$ cat config.mk
export PLATFORM = sky130hd
export DESIGN_NAME = order_scheduler
export DESIGN_NICKNAME = d
export VERILOG_FILES = /design/src/rtl/order_sched_pkg.sv /design/src/rtl/order_scheduler_token_bucket.sv /design/src/rtl/order_scheduler.sv
export SDC_FILE = /design/constraint.sdc
export NUM_CORES = 1
export LEC_CHECK = 0
export CAP_MARGIN = 20
export CORE_MARGIN = 10
export CORE_UTILIZATION = 25
export CTS_CLUSTER_DIAMETER = 30
export CTS_CLUSTER_SIZE = 24
export DETAILED_ROUTE_END_ITERATION = 12
export GPL_ROUTABILITY_DRIVEN = 1
export PLACE_DENSITY_LB_ADDON = 0.08
export SLEW_MARGIN = 20
export SYNTH_ARGS = -nofsm -noshare
export SYNTH_HDL_FRONTEND = slang
export SYNTH_SLANG_ARGS = --single-unit
$ cat constraint.sdc
create_clock -name clk -period 4.4 [get_ports clk]
set_clock_uncertainty 0.15 [all_clocks]
set_input_delay 0.88 -clock clk [delete_from_list [all_inputs] [get_ports clk]]
set_output_delay 0.88 -clock clk [all_outputs]
set_load 0.01 [all_outputs]
$ cat src/rtl/order_sched_pkg.sv
// Shared types for the order scheduler: FSM states and order side encoding.
package order_sched_pkg;

    typedef enum logic [1:0] {
        IDLE,
        ISSUE,
        COOLDOWN
    } state_t;

    typedef enum logic {
        SIDE_BUY  = 1'b0,
        SIDE_SELL = 1'b1
    } side_t;

endpackage

$ cat src/rtl/order_scheduler_token_bucket.sv
// Token bucket rate limiter: one token per REFILL_CYCLES, capped at TOKEN_MAX.
module token_bucket
    import order_sched_pkg::*;
#(
    parameter int TOKEN_MAX     = 4,
    parameter int REFILL_CYCLES = 16
) (
    input  logic                             clk,
    input  logic                             reset,
    input  logic                             consume,
    output logic [$clog2(TOKEN_MAX+1)-1:0]   tokens,
    output logic                             avail
);

    localparam int TOK_W = $clog2(TOKEN_MAX + 1);
    localparam int RC_W  = (REFILL_CYCLES > 1) ? $clog2(REFILL_CYCLES) : 1;

    logic [RC_W-1:0]  refill_cnt_q, refill_cnt_d;
    logic [TOK_W-1:0] tokens_q, tokens_d;
    logic             refill;

    always_comb begin
        refill       = (refill_cnt_q == RC_W'(REFILL_CYCLES - 1));
        refill_cnt_d = refill ? '0 : refill_cnt_q + 1'b1;
        tokens_d     = tokens_q;
        // A refill landing on a consume cancels out.
        if (refill && !consume) begin
            if (tokens_q != TOK_W'(TOKEN_MAX)) begin
                tokens_d = tokens_q + 1'b1;
            end
        end else if (consume && !refill) begin
            if (tokens_q != '0) begin
                tokens_d = tokens_q - 1'b1;
            end
        end
    end

    always_ff @(posedge clk) begin
        if (reset) begin
            refill_cnt_q <= '0;
            tokens_q     <= TOK_W'(TOKEN_MAX);
        end else begin
            refill_cnt_q <= refill_cnt_d;
            tokens_q     <= tokens_d;
        end
    end

    assign tokens = tokens_q;
    assign avail  = (tokens_q != '0);

endmodule

$ cat src/rtl/order_scheduler.sv
// Arbitrates latched buy/sell intents onto one gateway port under rate,
// position and cooldown limits; one order in flight at a time.
module order_scheduler
    import order_sched_pkg::*;
#(
    parameter int PRICE_W         = 8,
    parameter int TOKEN_MAX       = 4,
    parameter int REFILL_CYCLES   = 16,
    parameter int POS_LIMIT       = 8,
    parameter int COOLDOWN_CYCLES = 2
) (
    input  logic                                 clk,
    input  logic                                 reset,
    input  logic                                 kill,
    input  logic                                 buy_req,
    input  logic                                 sell_req,
    input  logic [PRICE_W-1:0]                   bid_price,
    input  logic [PRICE_W-1:0]                   ask_price,
    output logic                                 ord_valid,
    input  logic                                 ord_ready,
    output logic                                 ord_side,
    output logic [PRICE_W-1:0]                   ord_price,
    output logic signed [$clog2(POS_LIMIT+1):0]  position,
    output logic [$clog2(TOKEN_MAX+1)-1:0]       tokens,
    output logic                                 reject
);

    localparam int POS_W = $clog2(POS_LIMIT + 1) + 1;
    localparam int CD_W  = (COOLDOWN_CYCLES > 1) ? $clog2(COOLDOWN_CYCLES) : 1;

    state_t                    state_q, state_d;
    logic                      pend_buy_q, pend_buy_d;
    logic                      pend_sell_q, pend_sell_d;
    logic [PRICE_W-1:0]        bid_lat_q, bid_lat_d;
    logic [PRICE_W-1:0]        ask_lat_q, ask_lat_d;
    side_t                     last_side_q, last_side_d;
    logic                      ord_valid_q, ord_valid_d;
    side_t                     ord_side_q, ord_side_d;
    logic [PRICE_W-1:0]        ord_price_q, ord_price_d;
    logic signed [POS_W-1:0]   position_q, position_d;
    logic                      reject_q, reject_d;
    logic [CD_W-1:0]           cd_cnt_q, cd_cnt_d;

    logic consume;
    logic tok_avail;
    logic buy_ok, sell_ok, buy_elig, sell_elig, grant_buy, grant_sell;
    int   pos_i;

    token_bucket #(
        .TOKEN_MAX     (TOKEN_MAX),
        .REFILL_CYCLES (REFILL_CYCLES)
    ) u_bucket (
        .clk     (clk),
        .reset   (reset),
        .consume (consume),
        .tokens  (tokens),
        .avail   (tok_avail)
    );

    always_comb begin
        state_d     = state_q;
        pend_buy_d  = pend_buy_q;
        pend_sell_d = pend_sell_q;
        bid_lat_d   = bid_lat_q;
        ask_lat_d   = ask_lat_q;
        last_side_d = last_side_q;
        ord_valid_d = ord_valid_q;
        ord_side_d  = ord_side_q;
        ord_price_d = ord_price_q;
        position_d  = position_q;
        reject_d    = 1'b0;
        cd_cnt_d    = cd_cnt_q;
        consume     = 1'b0;
        grant_buy   = 1'b0;
        grant_sell  = 1'b0;

        pos_i     = int'(position_q);
        buy_ok    = (pos_i + 1 <= POS_LIMIT);
        sell_ok   = (pos_i - 1 >= -POS_LIMIT);
        buy_elig  = pend_buy_q  && tok_avail && buy_ok  && !kill;
        sell_elig = pend_sell_q && tok_avail && sell_ok && !kill;

        case (state_q)
            IDLE: begin
                if (buy_elig && sell_elig) begin
                    grant_buy  = (last_side_q == SIDE_SELL);
                    grant_sell = (last_side_q == SIDE_BUY);
                end else begin
                    grant_buy  = buy_elig;
                    grant_sell = sell_elig;
                end
                if (grant_buy) begin
                    ord_side_d  = SIDE_BUY;
                    ord_price_d = bid_lat_q;
                    pend_buy_d  = 1'b0;
                end else if (grant_sell) begin
                    ord_side_d  = SIDE_SELL;
                    ord_price_d = ask_lat_q;
                    pend_sell_d = 1'b0;
                end
                if (grant_buy || grant_sell) begin
                    ord_valid_d = 1'b1;
                    state_d     = ISSUE;
                end
                // Position-blocked intents are dropped rather than held.
                if (!kill && pend_buy_q && !buy_ok) begin
                    pend_buy_d = 1'b0;
                    reject_d   = 1'b1;
                end
                if (!kill && pend_sell_q && !sell_ok) begin
                    pend_sell_d = 1'b0;
                    reject_d    = 1'b1;
                end
            end
            ISSUE: begin
                if (ord_ready) begin
                    ord_valid_d = 1'b0;
                    consume     = 1'b1;
                    last_side_d = ord_side_q;
                    position_d  = (ord_side_q == SIDE_BUY) ? position_q + 1'b1
                                                           : position_q - 1'b1;
                    cd_cnt_d    = '0;
                    state_d     = (COOLDOWN_CYCLES > 0) ? COOLDOWN : IDLE;
                end
            end
            COOLDOWN: begin
                if (int'(cd_cnt_q) + 1 >= COOLDOWN_CYCLES) begin
                    state_d = IDLE;
                end else begin
                    cd_cnt_d = cd_cnt_q + 1'b1;
                end
            end
            default: state_d = IDLE;
        endcase

        // New requests land after the grant so a same-cycle request survives it.
        if (buy_req) begin
            pend_buy_d = 1'b1;
            bid_lat_d  = bid_price;
        end
        if (sell_req) begin
            pend_sell_d = 1'b1;
            ask_lat_d   = ask_price;
        end
        if (kill) begin
            pend_buy_d  = 1'b0;
            pend_sell_d = 1'b0;
        end
    end

    always_ff @(posedge clk) begin
        if (reset) begin
            state_q     <= IDLE;
            pend_buy_q  <= 1'b0;
            pend_sell_q <= 1'b0;
            bid_lat_q   <= '0;
            ask_lat_q   <= '0;
            last_side_q <= SIDE_SELL;
            ord_valid_q <= 1'b0;
            ord_side_q  <= SIDE_BUY;
            ord_price_q <= '0;
            position_q  <= '0;
            reject_q    <= 1'b0;
            cd_cnt_q    <= '0;
        end else begin
            state_q     <= state_d;
            pend_buy_q  <= pend_buy_d;
            pend_sell_q <= pend_sell_d;
            bid_lat_q   <= bid_lat_d;
            ask_lat_q   <= ask_lat_d;
            last_side_q <= last_side_d;
            ord_valid_q <= ord_valid_d;
            ord_side_q  <= ord_side_d;
            ord_price_q <= ord_price_d;
            position_q  <= position_d;
            reject_q    <= reject_d;
            cd_cnt_q    <= cd_cnt_d;
        end
    end

    assign ord_valid = ord_valid_q;
    assign ord_side  = ord_side_q;
    assign ord_price = ord_price_q;
    assign position  = position_q;
    assign reject    = reject_q;

endmodule

==> flow_summary_export.csv, run 1 <==
group,metric,value,unit
synth,postSynthAreaPerCell,9.16,sq um
worst_setup_path,worst-setup-path-type,"in -> reg",
worst_hold_path,min-delay-start,"u_bucket.refill_cnt_q[0]",
detailed_routing,vias,1640,
global_route,grt_pass1_wl,8.47,mm
pwr,p_clk_frac,0.371,
synth,syn_area,2120,sq um
detailed_routing,drtIter0Drc,65,
floorplanning,placementRows,33,
worst_setup_path,critPathArrivalTime,3.02,ns
pwr,ir_worst_vdd,0.122,mV
clocking,postCtsSetupBuffers,0,
synth,syn-num-nets,259,
synth,async_flop_share,0,
worst_setup_path,timing.rr.end,"u_bucket.tokens[2]",
floorplanning,dieArea,12500,sq um
place,gp_congestion,0.681,
sta,rsz0062_at_grt,"no",
worst_setup_path,timing.rr.start,"u_bucket.refill_cnt_q[0]",
place,io_buffers,40,
sta,finalHoldViolCount,0,
clocking,clk_pin_slew,0.09,ns
run_status,status,"finished, final reports clean",
sta,tns,0,ns
detailed_routing,drtAntennaViolNets,0,
pwr,combinationalPowerShare,0.127,
pwr,power,0.000888,W
synth,ys_seq_area_frac,0.426,
global_route,grt_pass1_vias,1638,
global_route,grt-ovfl-total,0,
detailed_routing,drt_wl_total,5.11,mm
cells_and_area,diodes,0,
floorplanning,num_io_pins,41,
sta,fmax,0.336,GHz
detailed_routing,viasPerCell,4.42,
worst_hold_path,min_to,"u_bucket.refill_cnt_q[0]",
clocking,clk_path_buf_depth,2,
worst_setup_path,cp-start-kind,"input pin",
synth,ys.flop_type,"dfxtp_1",
synth,netlist_instances,231,
floorplanning,die_y,112,um
clocking,cts_tree,"yes",
clocking,cts_hold_buf,0,
floorplanning,core,8220,sq um
cells_and_area,drive_above_1_share,0.0902,
detailed_routing,wire_per_inst,13.8,um
global_route,grt_max_degree,47,
pwr,p_leak,0.959,nW
worst_setup_path,critPathCaptureType,"flop",
sta,period_needed,2.97,ns
clocking,clock_latency,0.30,ns
cells_and_area,final_net_count,293,
pwr,p_sw,0.000226,W
detailed_routing,drc_errors,0,
worst_setup_path,r2r.worst_path.cells,8,
sta,final-max-slew-violation-count,0,
floorplanning,start_util,0.257,
sta,fin_crit_sh,0.676,
sta,setup_viol,0,
worst_hold_path,hp-class,"reg -> reg",
synth,synth-seq-cells,45,
worst_setup_path,worstPathMaxFanout,10,
sta,maxSlewHeadroom,0.334,
synth,synth-warning-count,0,
floorplanning,die_x,112,um
pwr,p_int,0.000662,W
synth,synth_edf_count,0,
cells_and_area,area.growth.synth_to_final,27.4,%
clocking,cts-buffers-inserted,5,
detailed_routing,first_pass_iters,4,
pwr,p_seq_frac,0.501,
pwr,switching_share,0.254,
clocking,cts_max_level,2,
place,dp_hpwl,3.58,mm
global_route,track_usage,0.0825,
worst_setup_path,cp.required,4.44,ns
clocking,cts_resized,0,
clocking,clkSinkCount,45,
worst_hold_path,holdPathStages,1,
job,maxCapViolCount,0,
synth,synth_cell_types,44,
pwr,pwr_density_cell,329,nW/um^2
clocking,cts-root-buf,"clkbuf_8",
worst_setup_path,regToRegSetupSlack,1.87,ns
global_route,antenna_found_initial,0,
sta,max_slew.worst_pin.slew,0.999,ns
## synthesized netlist by cell type, types with 2 or more instances
cell       n  area (sq um)
a211oi_1   4          30.0
a21oi_1   12          60.1
a311oi_2   8           120
buf_1      4          15.0
buf_4      2          15.0
clkbuf_1   4          15.0
dfxtp_1   45           901
fa_1       2          40.0
ha_1       4          50.1
inv_1      8          30.0
mux2_2     2          22.5
mux2i_1   16           160
nand2_1   26          97.6
nand3b_1   2          15.0
nor2_1    39           146
nor2b_1    4          25.0
nor3_1     6          30.0
nor3b_1    2          15.0
o21a_1     2          15.0
o21ai_0    8          40.0
or2_1      2          12.5
or3_1      2          12.5
xnor2_1    6          52.6
## cell type report
| cell class | count | area [sq um] |
|---|---|---|
| fillers | 878 | 5520 |
| multi-input cells | 165 | 1120 |
| flip-flops and latches | 45 | 901 |
| repair buffers | 40 | 395 |
| well taps | 105 | 131 |
| clock buffers | 5 | 68.8 |
| clock inverters | 3 | 50.0 |
| inverters | 8 | 30.0 |
## routing by layer
metal,GRT usage,vias up,part of all wire
met5,0,-,0
met4,0.0254,0,0.0065
met3,0.0370,2,0.054
met2,0.119,30,0.42
met1,0.107,747,0.52
li1,-,861,-
## cells by family (layout without fill, tap and decap cells)
group,count (synthesis),count (layout),share of synthesized area
buf+inv,21,56,0.0455
simple gates,94,94,0.210
compound gates,41,41,0.165
flops,45,45,0.426
mux,18,18,0.0863
fa+ha+maj,6,6,0.0426
xor+xnor,6,6,0.0248
## state kept, by name (all words and copies together) (netlist names), 2 cells and up
name / cells
bid_lat_q: 8
ask_lat_q: 8
u_bucket.tokens: 3
u_bucket.refill_cnt_q: 4
state_q: 2
ord_price: 8
position: 5
## power groups by stage
stage	clock, W	sequential, W	combinational (W)
after floorplan	0	0.000453	0.0000680
after global placement	0	0.000455	0.000114
after detailed placement	0	0.000455	0.000115
after CTS	0.000344	0.000446	0.000115
after global routing	0.000365	0.000449	0.000127
final	0.000330	0.000445	0.000113
## worst max-delay path by stage
| stage | from | end | slack [ns] | cells after the start |
|---|---|---|---|---|
| after CTS | ord_ready | u_bucket.tokens[2] | 1.43 | 8 |
| after global placement | ord_ready | u_bucket.tokens[2] | 1.18 | 8 |
| after detailed placement | ord_ready | u_bucket.tokens[2] | 1.10 | 8 |
| final | ord_ready | u_bucket.tokens[2] | 1.43 | 8 |
| after global routing | ord_ready | u_bucket.tokens[2] | 1.29 | 8 |
| after floorplan | ord_ready | u_bucket.tokens[2] | 1.81 | 7 |
## critical path, stage by stage
cell	delay [ns]
clkdlybuf4s50_1	0.46
nand3b_1	0.35
nand2_1	0.16
fa_1	0.43
or3_1	0.38
o21ai_0	0.08
a21oi_1	0.08
or2_1	0.21
## through the flow
step | area [sq um] | hold WS, ns | std cells | setup slack [ns] | util
global route | 2700 | 0.374 | 371 | 1.29 | 0.328
CTS | 2700 | 0.338 | 371 | 1.43 | 0.328
global placement | 2580 | 0.327 | 363 | 1.18 | 0.314
floorplan | 2120 | 0.303 | 231 | 1.81 | -
detailed placement | 2580 | 0.322 | 363 | 1.10 | 0.314
finish | 2700 | 0.340 | 371 | 1.43 | 0.328
## cell usage in the layout, fill, tap and decap left out, types with 4 or more instances in the layout
| cell type | n |
|---|---|
| dfxtp_1 | 45 |
| nor2_1 | 39 |
| clkdlybuf4s50_1 | 39 |
| nand2_1 | 26 |
| mux2i_1 | 16 |
| a21oi_1 | 12 |
| inv_1 | 8 |
| o21ai_0 | 8 |
| a311oi_2 | 8 |
| xnor2_1 | 6 |
| nor3_1 | 6 |
| clkbuf_8 | 5 |
| nor2b_1 | 4 |
| a211oi_1 | 4 |
| ha_1 | 4 |
Power figures use the tool's default switching activity.
==> run 2: changes to the inputs <==
Clock period 4.4 ns to 2.45 ns, I/O delays scaled along.
==> run 2 against run 1 <==
  * Flip-flop and latch count did not move
  * Largest cell class unchanged
  * Combinational power rose by 100%
  * Highest routed layer unchanged
  * First-iteration DRC count fell by 12%
==> flow_summary_export.csv, run 2 (synthesized netlist as in run 1, its figures left out) <==
group,metric,value,unit
run_status,status,"finished, final reports clean",
detailed_routing,vias,1733,
detailed_routing,drc_errors,0,
global_route,grt_pass1_wl,9.05,mm
floorplanning,placementRows,33,
pwr,power,0.00161,W
cells_and_area,final_cell_mix,"dfxtp_1, nor2_1, clkdlybuf4s50_1",
global_route,grt-ovfl-total,0,
detailed_routing,drtAntennaViolNets,0,
place,dp_hpwl,3.93,mm
sta,fin_ws,0.168,ns
job,maxCapViolCount,0,
floorplanning,start_util,0.257,
detailed_routing,first_pass_iters,4,
floorplanning,dieArea,12500,sq um
pwr,pwr_density_cell,564,nW/um^2
sta,fin_crit_sh,0.931,
cells_and_area,drive_above_1_share,0.148,
clocking,clk_pin_slew,0.08,ns
sta,max_slew.worst_pin.slew,0.680,ns
cells_and_area,diodes,0,
global_route,grt_max_degree,31,
cells_and_area,fin_util,0.347,
clocking,cts_max_level,2,
sta,finalHoldViolCount,0,
worst_setup_path,worst-setup-path-type,"reg -> reg",
detailed_routing,viasPerCell,4.46,
sta,tns,0,ns
sta,setup_viol,0,
sta,final-max-slew-violation-count,0,
pwr,ir_worst_vdd,0.226,mV
worst_setup_path,cp.required,2.49,ns
sta,rsz0062_at_grt,"no",
clocking,clkSinkCount,45,
detailed_routing,drt_wl_total,5.38,mm
place,gp_congestion,0.741,
clocking,cts-buffers-inserted,5,
cells_and_area,layout_commonest_cell,"dfxtp_1",
worst_setup_path,worstPathMaxFanout,4,
global_route,antenna_found_initial,0,
clocking,postCtsSetupBuffers,0,
place,dpl_cell_area,2740,sq um
clocking,clk_path_buf_depth,2,
cells_and_area,final_net_count,311,
floorplanning,die_x,112,um
clocking,cts_hold_buf,0,
sta,period_needed,2.28,ns
worst_setup_path,critPathCaptureType,"flop",
clocking,cts-root-buf,"clkbuf_8",
place,dp_slack,-0.0999,ns
cells_and_area,fillerInstances,857,
clocking,cts_resized,0,
worst_setup_path,critPathArrivalTime,2.32,ns
cells_and_area,area.growth.synth_to_final,34.8,%
cells_and_area,final_area,2850,sq um
clocking,cts_tree,"yes",
sta,maxSlewHeadroom,0.547,
detailed_routing,wire_per_inst,13.8,um
worst_setup_path,cp-start-kind,"flop",
floorplanning,core,8220,sq um
floorplanning,num_io_pins,41,
sta,fmax,0.438,GHz
pwr,p_leak,1.05,nW
clocking,clock_latency,0.30,ns
worst_hold_path,hp-class,"reg -> reg",
global_route,grt_pass1_vias,1774,
global_route,track_usage,0.0856,
floorplanning,die_y,112,um
place,io_buffers,40,
detailed_routing,drtIter0Drc,57,
run 2: cell types whose count changed in the layout (fill, tap and decap cells not counted):
cell and delta:
buf_12 +2, clkinvlp_4 +1, inv_8 -1, buf_4 +16
run 2: final cells by class:
cell class,instances,area [sq um],share of cell area
Clock buffer,5,68.8,0.0241
Clock inverter,3,46.3,0.0162
Multi-Input combinational cell,165,1120,0.392
Inverter,8,30.0,0.0105
Tap cell,105,131,0.0461
Sequential cell,45,901,0.316
Timing Repair Buffer,58,556,0.195
run 2: per-stage QoR:
step | cells | hold slack [ns]
2_1_floorplan | 231 | 0.303
3_3_place_gp | 381 | 0.325
3_5_place_dp | 381 | 0.334
4_1_cts | 389 | 0.357
5_1_grt | 389 | 0.376
6_report | 389 | 0.348
run 2: worst max-delay path: stages, from the launching register on:
cell	delay, ns
dfxtp_1	0.40
ha_1	0.23
and3_1	0.21
nand2_1	0.09
fa_1	0.38
or3_1	0.36
o21ai_0	0.08
a21oi_1	0.08
or2_1	0.20
run 2: power breakdown:
part	switching (W)	leakage (nW)	internal, W
Combinational	0.000104	0.630	0.000126
Clock	0.000276	0.0543	0.000306
Sequential	0.0000275	0.368	0.000769
Total	0.000408	1.05	0.00120
run 2: routing by layer:
metal,vias to the layer above,track usage,part of all wire
met1,802,0.109,0.50
met3,4,0.0317,0.057
li1,899,-,-
met5,-,0,0
met4,0,0.0254,0.0067
met2,28,0.132,0.43
run 2: path summary, 6_finish.rpt:
path	from	end	cells past startpoint	slack [ns]
hold reg to reg	u_bucket.refill_cnt_q[3]	u_bucket.refill_cnt_q[3]	2	0.35
setup / recovery	u_bucket.refill_cnt_q[0]	u_bucket.tokens[2]	8	0.17
hold / removal	u_bucket.refill_cnt_q[3]	u_bucket.refill_cnt_q[3]	2	0.35
setup reg to reg	u_bucket.refill_cnt_q[0]	u_bucket.tokens[2]	8	0.17
==> run 3: changes to the inputs <==
Settings changed: CORE_ASPECT_RATIO set to 1.1.
==> run 3 against run 2 <==
  * Cell area increased by 0.31%
  * Register-to-register slack gained 0.07 ns
  * Combinational power about the same
  * Worst setup slack better by 0.068 ns
  * Global-route usage is 0.60 points higher
  * Highest routed layer unchanged
  * Flip-flop and latch count did not move
  * Sequential power barely moved
  * Die area about the same
==> flow_summary_export.csv, run 3 (synthesized netlist as in run 1, its figures left out) <==
group,metric,value,unit
worst_setup_path,timing.rr.start,"u_bucket.refill_cnt_q[1]",
sta,fmax,0.452,GHz
clocking,cts-root-buf,"clkbuf_8",
run_status,status,"finished, final reports clean",
detailed_routing,viasPerCell,4.47,
place,gp_congestion,0.739,
worst_setup_path,cpMaxStageDelayCell,"fa_1",
cells_and_area,drive_above_1_share,0.139,
detailed_routing,drtAntennaViolNets,0,
clocking,cts_tree,"yes",
cells_and_area,diodes,0,
cells_and_area,layout_commonest_cell,"dfxtp_1",
clocking,clock_latency,0.30,ns
sta,setup_viol,0,
detailed_routing,drc_errors,0,
cells_and_area,final_cell_mix,"dfxtp_1, nor2_1, clkdlybuf4s50_1",
worst_setup_path,cp.required,2.49,ns
worst_setup_path,critPathArrivalTime,2.26,ns
floorplanning,core,8320,sq um
worst_setup_path,critPathMaxStageDelay,0.38,ns
worst_hold_path,hp-class,"reg -> reg",
detailed_routing,drtIter0Drc,53,
sta,hold-worst-slack,0.298,ns
place,io_buffers,40,
floorplanning,placementRows,35,
clocking,cts_max_level,2,
worst_setup_path,r2r.worst_path.cells,8,
sta,finalHoldViolCount,0,
floorplanning,die_x,108,um
floorplanning,die_y,116,um
global_route,grt_pass1_vias,1748,
sta,period_needed,2.21,ns
worst_hold_path,min-delay-start,"u_bucket.refill_cnt_q[0]",
clocking,clkSinkCount,45,
detailed_routing,drt_wl_total,5.40,mm
detailed_routing,vias,1747,
cells_and_area,final_net_count,307,
worst_hold_path,holdPathStages,1,
detailed_routing,wire_per_inst,13.8,um
detailed_routing,first_pass_iters,4,
floorplanning,dieArea,12500,sq um
cells_and_area,area.growth.synth_to_final,35.2,%
place,dp_slack,-0.0590,ns
pwr,ir_worst_vdd,0.245,mV
worst_setup_path,critPathCaptureType,"flop",
place,dpl_cell_area,2740,sq um
worst_setup_path,worstPathMaxFanout,3,
worst_setup_path,worst-setup-path-type,"reg -> reg",
floorplanning,start_util,0.254,
worst_setup_path,critical_path.cell_chain,"ha_1 -> and3_1 -> nand2_1 -> fa_1 -> or3_1 -> o21ai_0 -> a21oi_1 -> or2_1",
sta,fin_ws,0.236,ns
floorplanning,num_io_pins,41,
sta,max_slew.worst_pin.slew,0.591,ns
place,dp_hpwl,3.89,mm
worst_setup_path,cp-start-kind,"flop",
sta,rsz0062_at_grt,"no",
clocking,clk_path_buf_depth,2,
sta,maxSlewHeadroom,0.604,
global_route,grt_pass1_wl,9.07,mm
worst_setup_path,timing.rr.end,"u_bucket.tokens[2]",
clocking,clk_pin_slew,0.08,ns
cells_and_area,final_area,2860,sq um
global_route,grt_max_degree,34,
sta,fin_crit_sh,0.904,
sta,final-max-slew-violation-count,0,
global_route,track_usage,0.0917,
worst_setup_path,regToRegSetupSlack,0.24,ns
clocking,cts_hold_buf,0,
pwr,p_leak,1.04,nW
cells_and_area,fillerInstances,887,
global_route,grt-ovfl-total,0,
pwr,power,0.00163,W
clocking,cts-buffers-inserted,5,
global_route,antenna_found_initial,0,
job,maxCapViolCount,0,
worst_hold_path,min_to,"u_bucket.refill_cnt_q[0]",
pwr,pwr_density_cell,569,nW/um^2
-- run 3: changes by cell type in the layout (fill, tap and decap cells not counted) --
| cell | delta |
|---|---|
| buf_12 | +2 |
| dfxtp_1 | -1 |
| buf_4 | -6 |
| dfxtp_2 | +1 |
| clkinv_4 | -1 |
| clkbuf_8 | +1 |
-- run 3: how the worst max path moves through the flow --
| stage | start | to | slack (ns) | depth (start not counted) |
|---|---|---|---|---|
| 2_1_floorplan | u_bucket.refill_cnt_q[0] | u_bucket.tokens[2] | 0.02 | 9 |
| 3_3_place_gp | ord_ready | u_bucket.tokens[2] | -0.06 | 8 |
| 3_5_place_dp | ord_ready | u_bucket.tokens[2] | -0.06 | 8 |
| 4_1_cts | u_bucket.refill_cnt_q[0] | u_bucket.tokens[2] | 0.18 | 8 |
| 5_1_grt | u_bucket.refill_cnt_q[1] | u_bucket.tokens[2] | 0.01 | 8 |
| 6_report | u_bucket.refill_cnt_q[1] | u_bucket.tokens[2] | 0.24 | 8 |
-- run 3: stage by stage --
step                utilization  TNS (ns)  std cells
finish                    0.344         0        391
global route              0.344         0        391
CTS                       0.344         0        391
detailed placement        0.329   -0.0590        383
global placement          0.329   -0.0841        383
floorplan                     -         0        231
-- run 3: power breakdown --
part | leakage (nW) | internal, W | switching (W)
sequential | 0.369 | 0.000769 | 0.0000284
combinational | 0.619 | 0.000126 | 0.000102
clock | 0.0574 | 0.000332 | 0.000270
-- run 3: metal layers --
layer	share of wire	global-route usage	vias up
met5	0	0	-
met4	0.0091	0.0267	0
met3	0.060	0.0370	4
met2	0.46	0.140	34
met1	0.47	0.116	814
li1	-	-	895
-- run 3: critical path: cells and delay by family (launching register included) --
kind | cells | cell delay (ns)
and+or+nand+nor | 4 | 0.86
AOI/OAI and AO/OA | 2 | 0.15
adders and majority gates | 2 | 0.59
DFF | 1 | 0.36
-- run 3: area by class of cell --
type / count / area [sq um] / share of cell area
Sequential cell: 45 / 902 / 0.315
Multi-Input combinational cell: 165 / 1120 / 0.391
Inverter: 8 / 30.0 / 0.0105
Clock inverter: 2 / 37.5 / 0.0131
Timing Repair Buffer: 54 / 551 / 0.192
Clock buffer: 6 / 82.6 / 0.0289
Tap cell: 111 / 139 / 0.0486
-- run 3: repair_timing --
action / in CTS / in global routing
setup buffers: 0 / 0
setup endpoints to repair: 0 / 1
resized for setup: 0 / 1
